--- src/rtl/cpu_boot_controller_pkg.sv ---
// rtl/cpu_boot_controller_pkg.sv - shared types and default constants for the CPU boot controller
package cpu_boot_pkg;

  typedef enum logic [2:0] {
    IDLE,
    LOAD0,
    LOAD1,
    RUN,
    DONE
  } boot_state_t;

  localparam logic [31:0] DEF_PARAM0_ADDR = 32'h0200_0000;
  localparam logic [31:0] DEF_PARAM1_ADDR = 32'h0200_0004;
  localparam logic [31:0] DEF_RESULT_ADDR = 32'h0200_0008;
  localparam int          DEF_TIMEOUT_W   = 20;

endpackage

--- src/rtl/cpu_boot_controller_if.sv ---
// rtl/cpu_boot_controller_if.sv - CPU data port and data-memory write port bundle
interface cpu_boot_controller_if;

  logic        cpu_mem_write;
  logic [31:0] cpu_data_adr;
  logic [31:0] cpu_write_data;
  logic        mem_write;
  logic [31:0] mem_data_adr;
  logic [31:0] mem_write_data;

  // master = the boot controller (owns the memory port), slave = CPU/memory side
  modport master (
    input  cpu_mem_write, cpu_data_adr, cpu_write_data,
    output mem_write, mem_data_adr, mem_write_data
  );

  modport slave (
    output cpu_mem_write, cpu_data_adr, cpu_write_data,
    input  mem_write, mem_data_adr, mem_write_data
  );

endinterface

--- src/rtl/cpu_boot_controller_watchdog.sv ---
// rtl/cpu_boot_controller_watchdog.sv - run watchdog; expired while the counter is all-ones
module boot_watchdog #(
  parameter int WIDTH = 20
) (
  input  logic clk,
  input  logic reset,
  input  logic clear,
  input  logic enable,
  output logic expired
);

  logic [WIDTH-1:0] count;

  always_ff @(posedge clk or posedge reset) begin
    if (reset) begin
      count <= '0;
    end else if (clear) begin
      count <= '0;
    end else if (enable) begin
      count <= count + {{(WIDTH-1){1'b0}}, 1'b1};
    end
  end

  assign expired = &count;

endmodule

--- src/rtl/cpu_boot_controller.sv ---
// rtl/cpu_boot_controller.sv - loads SP/EP, runs the CPU once per start, arbitrates the memory write port
// Optional: WRITE_PROTECT_EN blocks CPU writes to the parameter words during RUN.
module cpu_boot_controller
  import cpu_boot_pkg::*;
#(
  parameter logic [31:0] PARAM0_ADDR = DEF_PARAM0_ADDR,
  parameter logic [31:0] PARAM1_ADDR = DEF_PARAM1_ADDR,
  parameter logic [31:0] RESULT_ADDR = DEF_RESULT_ADDR,
  parameter int          TIMEOUT_W   = DEF_TIMEOUT_W
) (
  input  logic                  clk,
  input  logic                  reset,
  input  logic                  start,
  input  logic [31:0]           param0,
  input  logic [31:0]           param1,
  output logic                  cpu_reset,
  output logic                  busy,
  output logic                  done,
  output logic                  timeout,
  output logic [31:0]           result,
  output logic                  prot_err,
  cpu_boot_controller_if.master bus
);

  boot_state_t state, state_next;

  logic        start_q;
  logic        start_edge;
  logic [31:0] param1_q;
  logic        ld_write;
  logic [31:0] ld_adr;
  logic [31:0] ld_data;
  logic        accept;
  logic        fin_result;
  logic        fin_timeout;
  logic        blocked;
  logic        wd_expired;

  assign start_edge = start & ~start_q;

  boot_watchdog #(.WIDTH(TIMEOUT_W)) u_watchdog (
    .clk     (clk),
    .reset   (reset),
    .clear   (accept),
    .enable  (state == RUN),
    .expired (wd_expired)
  );

  always_ff @(posedge clk or posedge reset) begin
    if (reset) begin
      state <= IDLE;
    end else begin
      state <= state_next;
    end
  end

  always_comb begin
    state_next  = state;
    accept      = 1'b0;
    fin_result  = 1'b0;
    fin_timeout = 1'b0;
    blocked     = 1'b0;
    busy        = 1'b0;
    case (state)
      IDLE: begin
        if (start_edge) begin
          accept     = 1'b1;
          state_next = LOAD0;
        end
      end
      LOAD0: begin
        busy       = 1'b1;
        state_next = LOAD1;
      end
      LOAD1: begin
        busy       = 1'b1;
        state_next = RUN;
      end
      RUN: begin
        busy = 1'b1;
`ifdef WRITE_PROTECT_EN
        blocked = bus.cpu_mem_write &&
                  (bus.cpu_data_adr == PARAM0_ADDR || bus.cpu_data_adr == PARAM1_ADDR);
`endif
        // A result write in the expiry cycle counts as a normal finish.
        if (bus.cpu_mem_write && bus.cpu_data_adr == RESULT_ADDR) begin
          fin_result = 1'b1;
          state_next = DONE;
        end else if (wd_expired) begin
          fin_timeout = 1'b1;
          state_next  = DONE;
        end
      end
      DONE: begin
        if (!start) begin
          state_next = IDLE;
        end
      end
      default: state_next = IDLE;
    endcase
  end

  always_comb begin
    bus.mem_write      = ld_write;
    bus.mem_data_adr   = ld_adr;
    bus.mem_write_data = ld_data;
    if (state == RUN) begin
      bus.mem_write      = bus.cpu_mem_write & ~blocked;
      bus.mem_data_adr   = bus.cpu_data_adr;
      bus.mem_write_data = bus.cpu_write_data;
    end
  end

  always_ff @(posedge clk or posedge reset) begin
    if (reset) begin
      start_q   <= 1'b0;
      param1_q  <= '0;
      ld_write  <= 1'b0;
      ld_adr    <= '0;
      ld_data   <= '0;
      cpu_reset <= 1'b1;
      done      <= 1'b0;
      timeout   <= 1'b0;
      result    <= '0;
    end else begin
      start_q <= start;
      if (accept) begin
        param1_q <= param1;
        ld_write <= 1'b1;
        ld_adr   <= PARAM0_ADDR;
        ld_data  <= param0;
        done     <= 1'b0;
        timeout  <= 1'b0;
      end
      if (state == LOAD0) begin
        ld_adr  <= PARAM1_ADDR;
        ld_data <= param1_q;
      end
      if (state == LOAD1) begin
        ld_write  <= 1'b0;
        cpu_reset <= 1'b0;
      end
      if (fin_result) begin
        result    <= bus.cpu_write_data;
        done      <= 1'b1;
        cpu_reset <= 1'b1;
      end
      if (fin_timeout) begin
        timeout   <= 1'b1;
        done      <= 1'b1;
        cpu_reset <= 1'b1;
      end
    end
  end

`ifdef WRITE_PROTECT_EN
  always_ff @(posedge clk or posedge reset) begin
    if (reset) begin
      prot_err <= 1'b0;
    end else if (accept) begin
      prot_err <= 1'b0;
    end else if (blocked) begin
      prot_err <= 1'b1;
    end
  end
`else
  assign prot_err = 1'b0;
`endif

endmodule

--- src/flat_wrapper.sv ---
// flat-port wrapper written by rule: the top's interface ports become plain ports
module cpu_boot_controller_flat import cpu_boot_pkg::*;
#(
  parameter logic [31:0] PARAM0_ADDR = DEF_PARAM0_ADDR,
  parameter logic [31:0] PARAM1_ADDR = DEF_PARAM1_ADDR,
  parameter logic [31:0] RESULT_ADDR = DEF_RESULT_ADDR,
  parameter int          TIMEOUT_W   = DEF_TIMEOUT_W
)
  (clk, reset, start, param0, param1, cpu_reset, busy, done, timeout, result, prot_err, bus_cpu_mem_write, bus_cpu_data_adr, bus_cpu_write_data, bus_mem_write, bus_mem_data_adr, bus_mem_write_data);
  cpu_boot_controller_if bus_i ();
  input  logic clk;
  input  logic reset;
  input  logic start;
  input  logic [31:0] param0;
  input  logic [31:0] param1;
  output logic cpu_reset;
  output logic busy;
  output logic done;
  output logic timeout;
  output logic [31:0] result;
  output logic prot_err;
  input wire logic [$bits(bus_i.cpu_mem_write)-1:0] bus_cpu_mem_write;
  input wire logic [$bits(bus_i.cpu_data_adr)-1:0] bus_cpu_data_adr;
  input wire logic [$bits(bus_i.cpu_write_data)-1:0] bus_cpu_write_data;
  output wire logic [$bits(bus_i.mem_write)-1:0] bus_mem_write;
  output wire logic [$bits(bus_i.mem_data_adr)-1:0] bus_mem_data_adr;
  output wire logic [$bits(bus_i.mem_write_data)-1:0] bus_mem_write_data;
  assign bus_i.cpu_mem_write = bus_cpu_mem_write;
  assign bus_i.cpu_data_adr = bus_cpu_data_adr;
  assign bus_i.cpu_write_data = bus_cpu_write_data;
  assign bus_mem_write = bus_i.mem_write;
  assign bus_mem_data_adr = bus_i.mem_data_adr;
  assign bus_mem_write_data = bus_i.mem_write_data;
  cpu_boot_controller #(.PARAM0_ADDR(PARAM0_ADDR), .PARAM1_ADDR(PARAM1_ADDR), .RESULT_ADDR(RESULT_ADDR), .TIMEOUT_W(TIMEOUT_W)) u_core (.clk(clk), .reset(reset), .start(start), .param0(param0), .param1(param1), .cpu_reset(cpu_reset), .busy(busy), .done(done), .timeout(timeout), .result(result), .prot_err(prot_err), .bus(bus_i));
endmodule
--- config.mk ---
export PLATFORM = sky130hd
export DESIGN_NAME = cpu_boot_controller_flat
export DESIGN_NICKNAME = d
export VERILOG_FILES = /design/src/rtl/cpu_boot_controller_pkg.sv /design/src/rtl/cpu_boot_controller_if.sv /design/src/rtl/cpu_boot_controller_watchdog.sv /design/src/rtl/cpu_boot_controller.sv /design/src/flat_wrapper.sv
export SDC_FILE = /design/constraint.sdc
export NUM_CORES = 1
export LEC_CHECK = 0
export ABC_AREA = 1
export CAP_MARGIN = 0
export CORE_AREA = 2 2 119 121
export DETAILED_ROUTE_END_ITERATION = 16
export DIE_AREA = 0 0 121 123
export GPL_TIMING_DRIVEN = 0
export PLACE_DENSITY_LB_ADDON = 0.1
export SLEW_MARGIN = 20
export SYNTH_ARGS = -nofsm -noshare
export SYNTH_HDL_FRONTEND = slang
export SYNTH_HIERARCHICAL = 1
export SYNTH_SLANG_ARGS = --single-unit
--- constraint.sdc ---
create_clock -name clk -period 9.2 [get_ports clk]
set_input_delay 0.92 -clock clk [delete_from_list [all_inputs] [get_ports clk]]
set_output_delay 0.92 -clock clk [all_outputs]
set_load 0.01 [all_outputs]
==> flow_metrics.env, run 1 <==
export IMPL_cts_num_sinks=126
export IMPL_yosysSeqAreaShare_pct=48.3
export IMPL_hold_viol_final=0
export IMPL_synth_nets=1013
export IMPL_fin_crit_sh_pct=37.7
export IMPL_core_rowCount=43
export IMPL_min_path_type="reg2reg"
export IMPL_cts_made_buffers=17
export IMPL_use_met1_pct=36.5
export IMPL_grt_overflow_total=0
export IMPL_setup_violations=0
export IMPL_antenna_found_initial=0
export IMPL_synthCells=880
export IMPL_use_met3_pct=6.23
export IMPL_synth_area_um2=6530
export IMPL_cp_required_ns=8.28
export IMPL_chipHeight_um=123
export IMPL_fin_skew_ns=0.00477
export IMPL_yosysMostFrequentCell="nand2_1"
export IMPL_clock_fmax_mhz=288
export IMPL_grt_use_met2_pct=47.0
export IMPL_top_level_ports=234
export IMPL_initial_core_util_pct=48.0
export IMPL_synth_top_area_share_pct=47.9
export IMPL_cts_resized=0
export IMPL_clock_latency_ns=0.41
export IMPL_crit_path_end_kind="output pin"
export IMPL_rsz0062_at_grt="false"
export IMPL_slew_viol_final=0
export IMPL_gr_max_usage_layer="met2"
export IMPL_power_leakage_nw=4.80
export IMPL_relSlewSlack_pct=48.8
export IMPL_synth_edf_count=0
export IMPL_syn_to_final_growth_pct=47.8
export IMPL_numPortBuffers=232
export IMPL_yosys_register_bits=126
export IMPL_syn_area_per_cell_um2=7.42
export IMPL_p_total_mw=2.55
export IMPL_drc_errors=0
export IMPL_ir_worst_vdd_uv=144
export IMPL_ys_flop_type="dfrtp_1"
export IMPL_power_density_nw_per_um2=264
export IMPL_cts_root_buf="clkbuf_16"
export IMPL_wl_mm=20.7
export IMPL_die_area_um2=14900
export IMPL_nets=1265
export IMPL_clk_pin_slew_ns=0.05
export IMPL_wl_per_cell_um=15.6
export IMPL_drt_pre_antenna_iters=5
export IMPL_critPathMaxFanout=10
export IMPL_cts_tree="built"
export IMPL_htreeDepth=4
export IMPL_timing_critical_path_from_type="register"
export IMPL_design_core_area_um2=13600
export IMPL_die_x_um=121
export IMPL_status="finished clean"
export IMPL_gp_congestion=0.864
export IMPL_routed_via_density=5.04
export IMPL_cts_hold_buf=0
export IMPL_async_reset_ff_share_pct=100
export IMPL_setup_tns_ns=0
export IMPL_grt_use_total_pct=28.1
export IMPL_synth_largest_area_cell="dfrtp_1"
export IMPL_dpl_hpwl_mm=15.9
export IMPL_path_class="reg2out"
export IMPL_grt_pass1_wl_mm=32.0
export IMPL_vias=6678
export IMPL_synth_common_cells="nand2_1 (386), dfrtp_1 (125), nor2_1 (95)"
export IMPL_clk_path_buf_depth=2
export IMPL_antenna_cells=0
export IMPL_yosysWarnings=6
export IMPL_timing_final_crit_period_ns=3.47
export IMPL_tightest_slew_ns=0.768
export IMPL_first_global_vias=6250
export IMPL_synth_distinct_cells=34
export IMPL_layout_drive_gt1_share_pct=8.48
export IMPL_worstPathArrival_ns=2.55
export IMPL_grt_max_degree=76
export IMPL_ys_top_cells_by_area="dfrtp_1 (48%), nand2_1 (22%), nand3_1 (5.9%)"
export IMPL_cts_setup_buffers=0
export IMPL_drtIter0Drc=539
export IMPL_ant_nets=0
export IMPL_cap_violations=0
-- placed cells by master (no fill, tap or decap), types with 8 or more instances in the layout --
cell type	count
a21oi_1	8
buf_2	18
buf_4	9
buf_6	8
clkbuf_1	10
clkbuf_16	17
clkdlybuf4s50_1	232
dfrtp_1	125
inv_1	56
nand2_1	386
nand3_1	77
nand4_1	37
nor2_1	95
-- state kept, by name, summed over array words and instances, names as in the netlist --
register	count
u_core/start_q	1
u_core/timeout	1
u_core/done	1
u_core/ld_adr	2
u_core/u_watchdog/count	20
u_core/cpu_reset	1
u_core/ld_data	32
u_core/state	3
u_core/result	32
u_core/ld_write	1
u_core/param1_q	32
-- through the flow --
stage	cell area (µm²)	cells	hold slack, ns	utilization (%)	worst slack, ns
3_5_place_dp	9110	1293	0.456	66.9	6.01
2_1_floorplan	6530	880	0.419	-	5.49
4_1_cts	9650	1324	0.470	70.9	5.75
5_1_grt	9650	1324	0.488	70.9	5.59
3_3_place_gp	9080	1292	0.449	66.7	3.87
6_report	9650	1324	0.467	70.9	5.73
-- logic make-up (layout without fill, tap and decap cells) --
group	count (synthesis)	count (layout)	share of synthesized area, %
flops	126	126	48.3
simple gates	623	623	41.6
other cells	1	1	0.0574
fa+ha+maj	1	1	0.192
compound gates	21	21	1.80
xor+xnor	1	1	0.134
buf+inv	107	371	7.93
-- final cells by class --
class | count | area [µm²]
Multi-Input combinational cell | 647 | 2860
Clock inverter | 11 | 95.1
Clock buffer | 20 | 447
Tap cell | 180 | 225
Buffer | 44 | 282
Inverter | 63 | 241
Timing Repair Buffer | 233 | 2350
Fill cell | 1140 | 3960
Sequential cell | 126 | 3150
-- worst max-delay path, stage by stage (launching register included) --
cell and delay (ns):
dfrtp_1 0.42, inv_1 0.19, nor3_4 0.07, inv_2 0.22
clkbuf_1 0.41, nand2_1 0.19, nand2_1 0.09, clkdlybuf4s50_1 0.54
-- path summary, 6_finish.rpt --
check,depth (start not counted),from,slack [ns],to
setup / recovery,7,u_core/state[1],5.73,bus_mem_write_data[21]
hold / removal,2,u_core/result[19],0.47,u_core/result[19]
setup reg to reg,10,u_core/state[2],6.99,u_core/u_watchdog/count[10]
hold reg to reg,2,u_core/result[19],0.47,u_core/result[19]
max in group asynchronous,3,reset,7.63,u_core/cpu_reset
min in group asynchronous,2,reset,0.87,u_core/param1_q[6]
-- power by group --
part	switching (mW)	internal [mW]
Combinational	0.615	0.504
Clock	0.238	0.374
Sequential	0.102	0.717
Total	0.955	1.59
-- metal layers --
layer,up-vias,part of all wire [%],wire length [µm]
li1,3280,-,-
met1,3110,43,8830
met2,262,48,10000
met3,26,7.1,1470
met4,0,1.9,398
met5,-,0,0
Power figures use the tool's default switching activity.
==> inputs of run 2 (changes only) <==
- CORE_AREA: 2 2 119 121 -> 2 2 124 126
- DIE_AREA: 0 0 121 123 -> 0 0 126 128
- clock period: 9.2 -> 3.3 ns (I/O delays scaled with it)
==> flow_metrics.env, run 2 (synthesis gave the netlist of run 1 again) <==
export IMPL_cts_hold_buf=0
export IMPL_layout_commonest_cell="nand2_1"
export IMPL_final_fill_count=1310
export IMPL_seqPwrFrac_pct=31.6
export IMPL_post_place_ws_ns=0.702
export IMPL_reg_top3="u_core/ld_data (32), u_core/param1_q (32), u_core/result (32)"
export IMPL_htreeDepth=4
export IMPL_layout_drive_gt1_share_pct=8.21
export IMPL_clk_path_buf_depth=2
export IMPL_clockPowerShare_pct=25.8
export IMPL_power_internal_mw=4.63
export IMPL_relSlewSlack_pct=46.8
export IMPL_tightest_slew_ns=0.797
export IMPL_die_x_um=126
export IMPL_power_density_nw_per_um2=752
export IMPL_initial_core_util_pct=43.9
export IMPL_clock_latency_ns=0.42
export IMPL_ir_worst_vdd_uv=398
export IMPL_grt_pass1_wl_mm=32.9
export IMPL_gp_congestion=0.866
export IMPL_switching_share_pct=36.6
export IMPL_timing_critical_path_from_type="register"
export IMPL_grt_max_degree=63
export IMPL_timing_final_crit_period_ns=2.87
export IMPL_grt_overflow_total=0
export IMPL_antenna_found_initial=1
export IMPL_design_core_area_um2=14900
export IMPL_drt_pre_antenna_iters=5
export IMPL_nets=1265
export IMPL_cts_resized=0
export IMPL_clk_pin_slew_ns=0.05
export IMPL_rsz0062_at_grt="false"
export IMPL_fin_skew_ns=0.00483
export IMPL_die_area_um2=16100
export IMPL_worst_slack_ns=0.429
export IMPL_drtIter0Drc=441
export IMPL_final_cell_mix="nand2_1 (386), clkdlybuf4s50_1 (232), dfrtp_1 (125), nor2_1 (95), nand3_1 (77)"
export IMPL_power_switching_mw=2.67
export IMPL_dpl_hpwl_mm=16.2
export IMPL_vias=6586
export IMPL_cts_num_sinks=126
export IMPL_clock_fmax_mhz=348
export IMPL_core_rowCount=45
export IMPL_p_total_mw=7.30
export IMPL_chipHeight_um=128
export IMPL_cts_tree="built"
export IMPL_hold_viol_final=0
export IMPL_first_global_vias=6072
export IMPL_combPwrFrac_pct=42.6
export IMPL_setup_violations=0
export IMPL_slew_viol_final=0
export IMPL_top_level_ports=234
export IMPL_place_area_um2=9120
export IMPL_path_class="reg2out"
export IMPL_worstPathArrival_ns=2.54
export IMPL_fin_crit_sh_pct=87.0
export IMPL_design_area_um2=9710
export IMPL_wl_per_cell_um=15.9
export IMPL_wl_mm=21.2
export IMPL_crit_path_end_kind="output pin"
export IMPL_drc_errors=0
export IMPL_antenna_cells=0
export IMPL_critPathMaxFanout=10
export IMPL_numPortBuffers=232
export IMPL_grt_use_total_pct=26.5
export IMPL_cts_setup_buffers=0
export IMPL_timing_hold_ws_ns=0.379
export IMPL_cts_made_buffers=17
export IMPL_syn_to_final_growth_pct=48.6
export IMPL_routed_via_density=4.94
export IMPL_cts_root_buf="clkbuf_16"
export IMPL_post_route_util_pct=65.3
export IMPL_status="finished clean"
export IMPL_ant_nets=0
export IMPL_cap_violations=0
export IMPL_power_leakage_nw=4.83
export IMPL_cp_required_ns=2.97
export IMPL_min_path_type="in2async"
==> run 2: cell type report <==
class                   instances  area, µm²  area share, %
inverters                      63        241           2.49
multi-input cells             647       2860           29.5
clock inverters                 7        110           1.13
well taps                     188        235           2.42
plain buffers                  44        282           2.90
repair buffers                233       2350           24.2
flip-flops and latches        126       3150           32.5
clock buffers                  25        475           4.90
==> run 2: path summary, 6_finish.rpt <==
path / to / from / slack, ns / depth (start not counted)
worst max-delay path: bus_mem_write_data[21] / u_core/state[1] / 0.43 / 7
worst min-delay path: u_core/param1_q[31] / reset / 0.38 / 2
worst max register to register: u_core/u_watchdog/count[10] / u_core/state[2] / 1.11 / 10
worst min register to register: u_core/ld_adr[25] / u_core/ld_adr[25] / 0.45 / 2
max in group asynchronous: u_core/cpu_reset / reset / 2.23 / 3
min in group clk: u_core/param1_q[24] / param1[24] / 0.44 / 3
==> run 2: metal layers <==
layer	part of all wire, %	wire length (µm)	global-route usage, %
met2	48	10300	43.4
met5	0.061	13	0
met1	42	8950	34.9
met3	7.4	1560	6.59
met4	1.9	410	8.34
==> run 2: critical path, stage by stage (launching register included) <==
cell and delay [ns]:
dfrtp_1 0.41, inv_1 0.19, nor3_4 0.08, inv_2 0.21, clkbuf_1 0.43, nand2_1 0.17, nand2_1 0.10, clkdlybuf4s50_1 0.54
==> run 2: power by group through the flow <==
stage	registers (mW)	logic, mW	clock network [mW]
floorplan	2.23	1.71	0
detailed placement	2.32	3.11	0
global route	2.35	3.43	1.99
CTS	2.30	3.13	1.90
finish	2.31	3.11	1.88
global placement	2.30	3.07	0
==> run 2: stage by stage <==
step           TNS [ns]  cells
5_1_grt               0   1333
3_5_place_dp          0   1301
4_1_cts               0   1333
3_3_place_gp    -154.98   1300
6_report              0   1333
2_1_floorplan         0    880
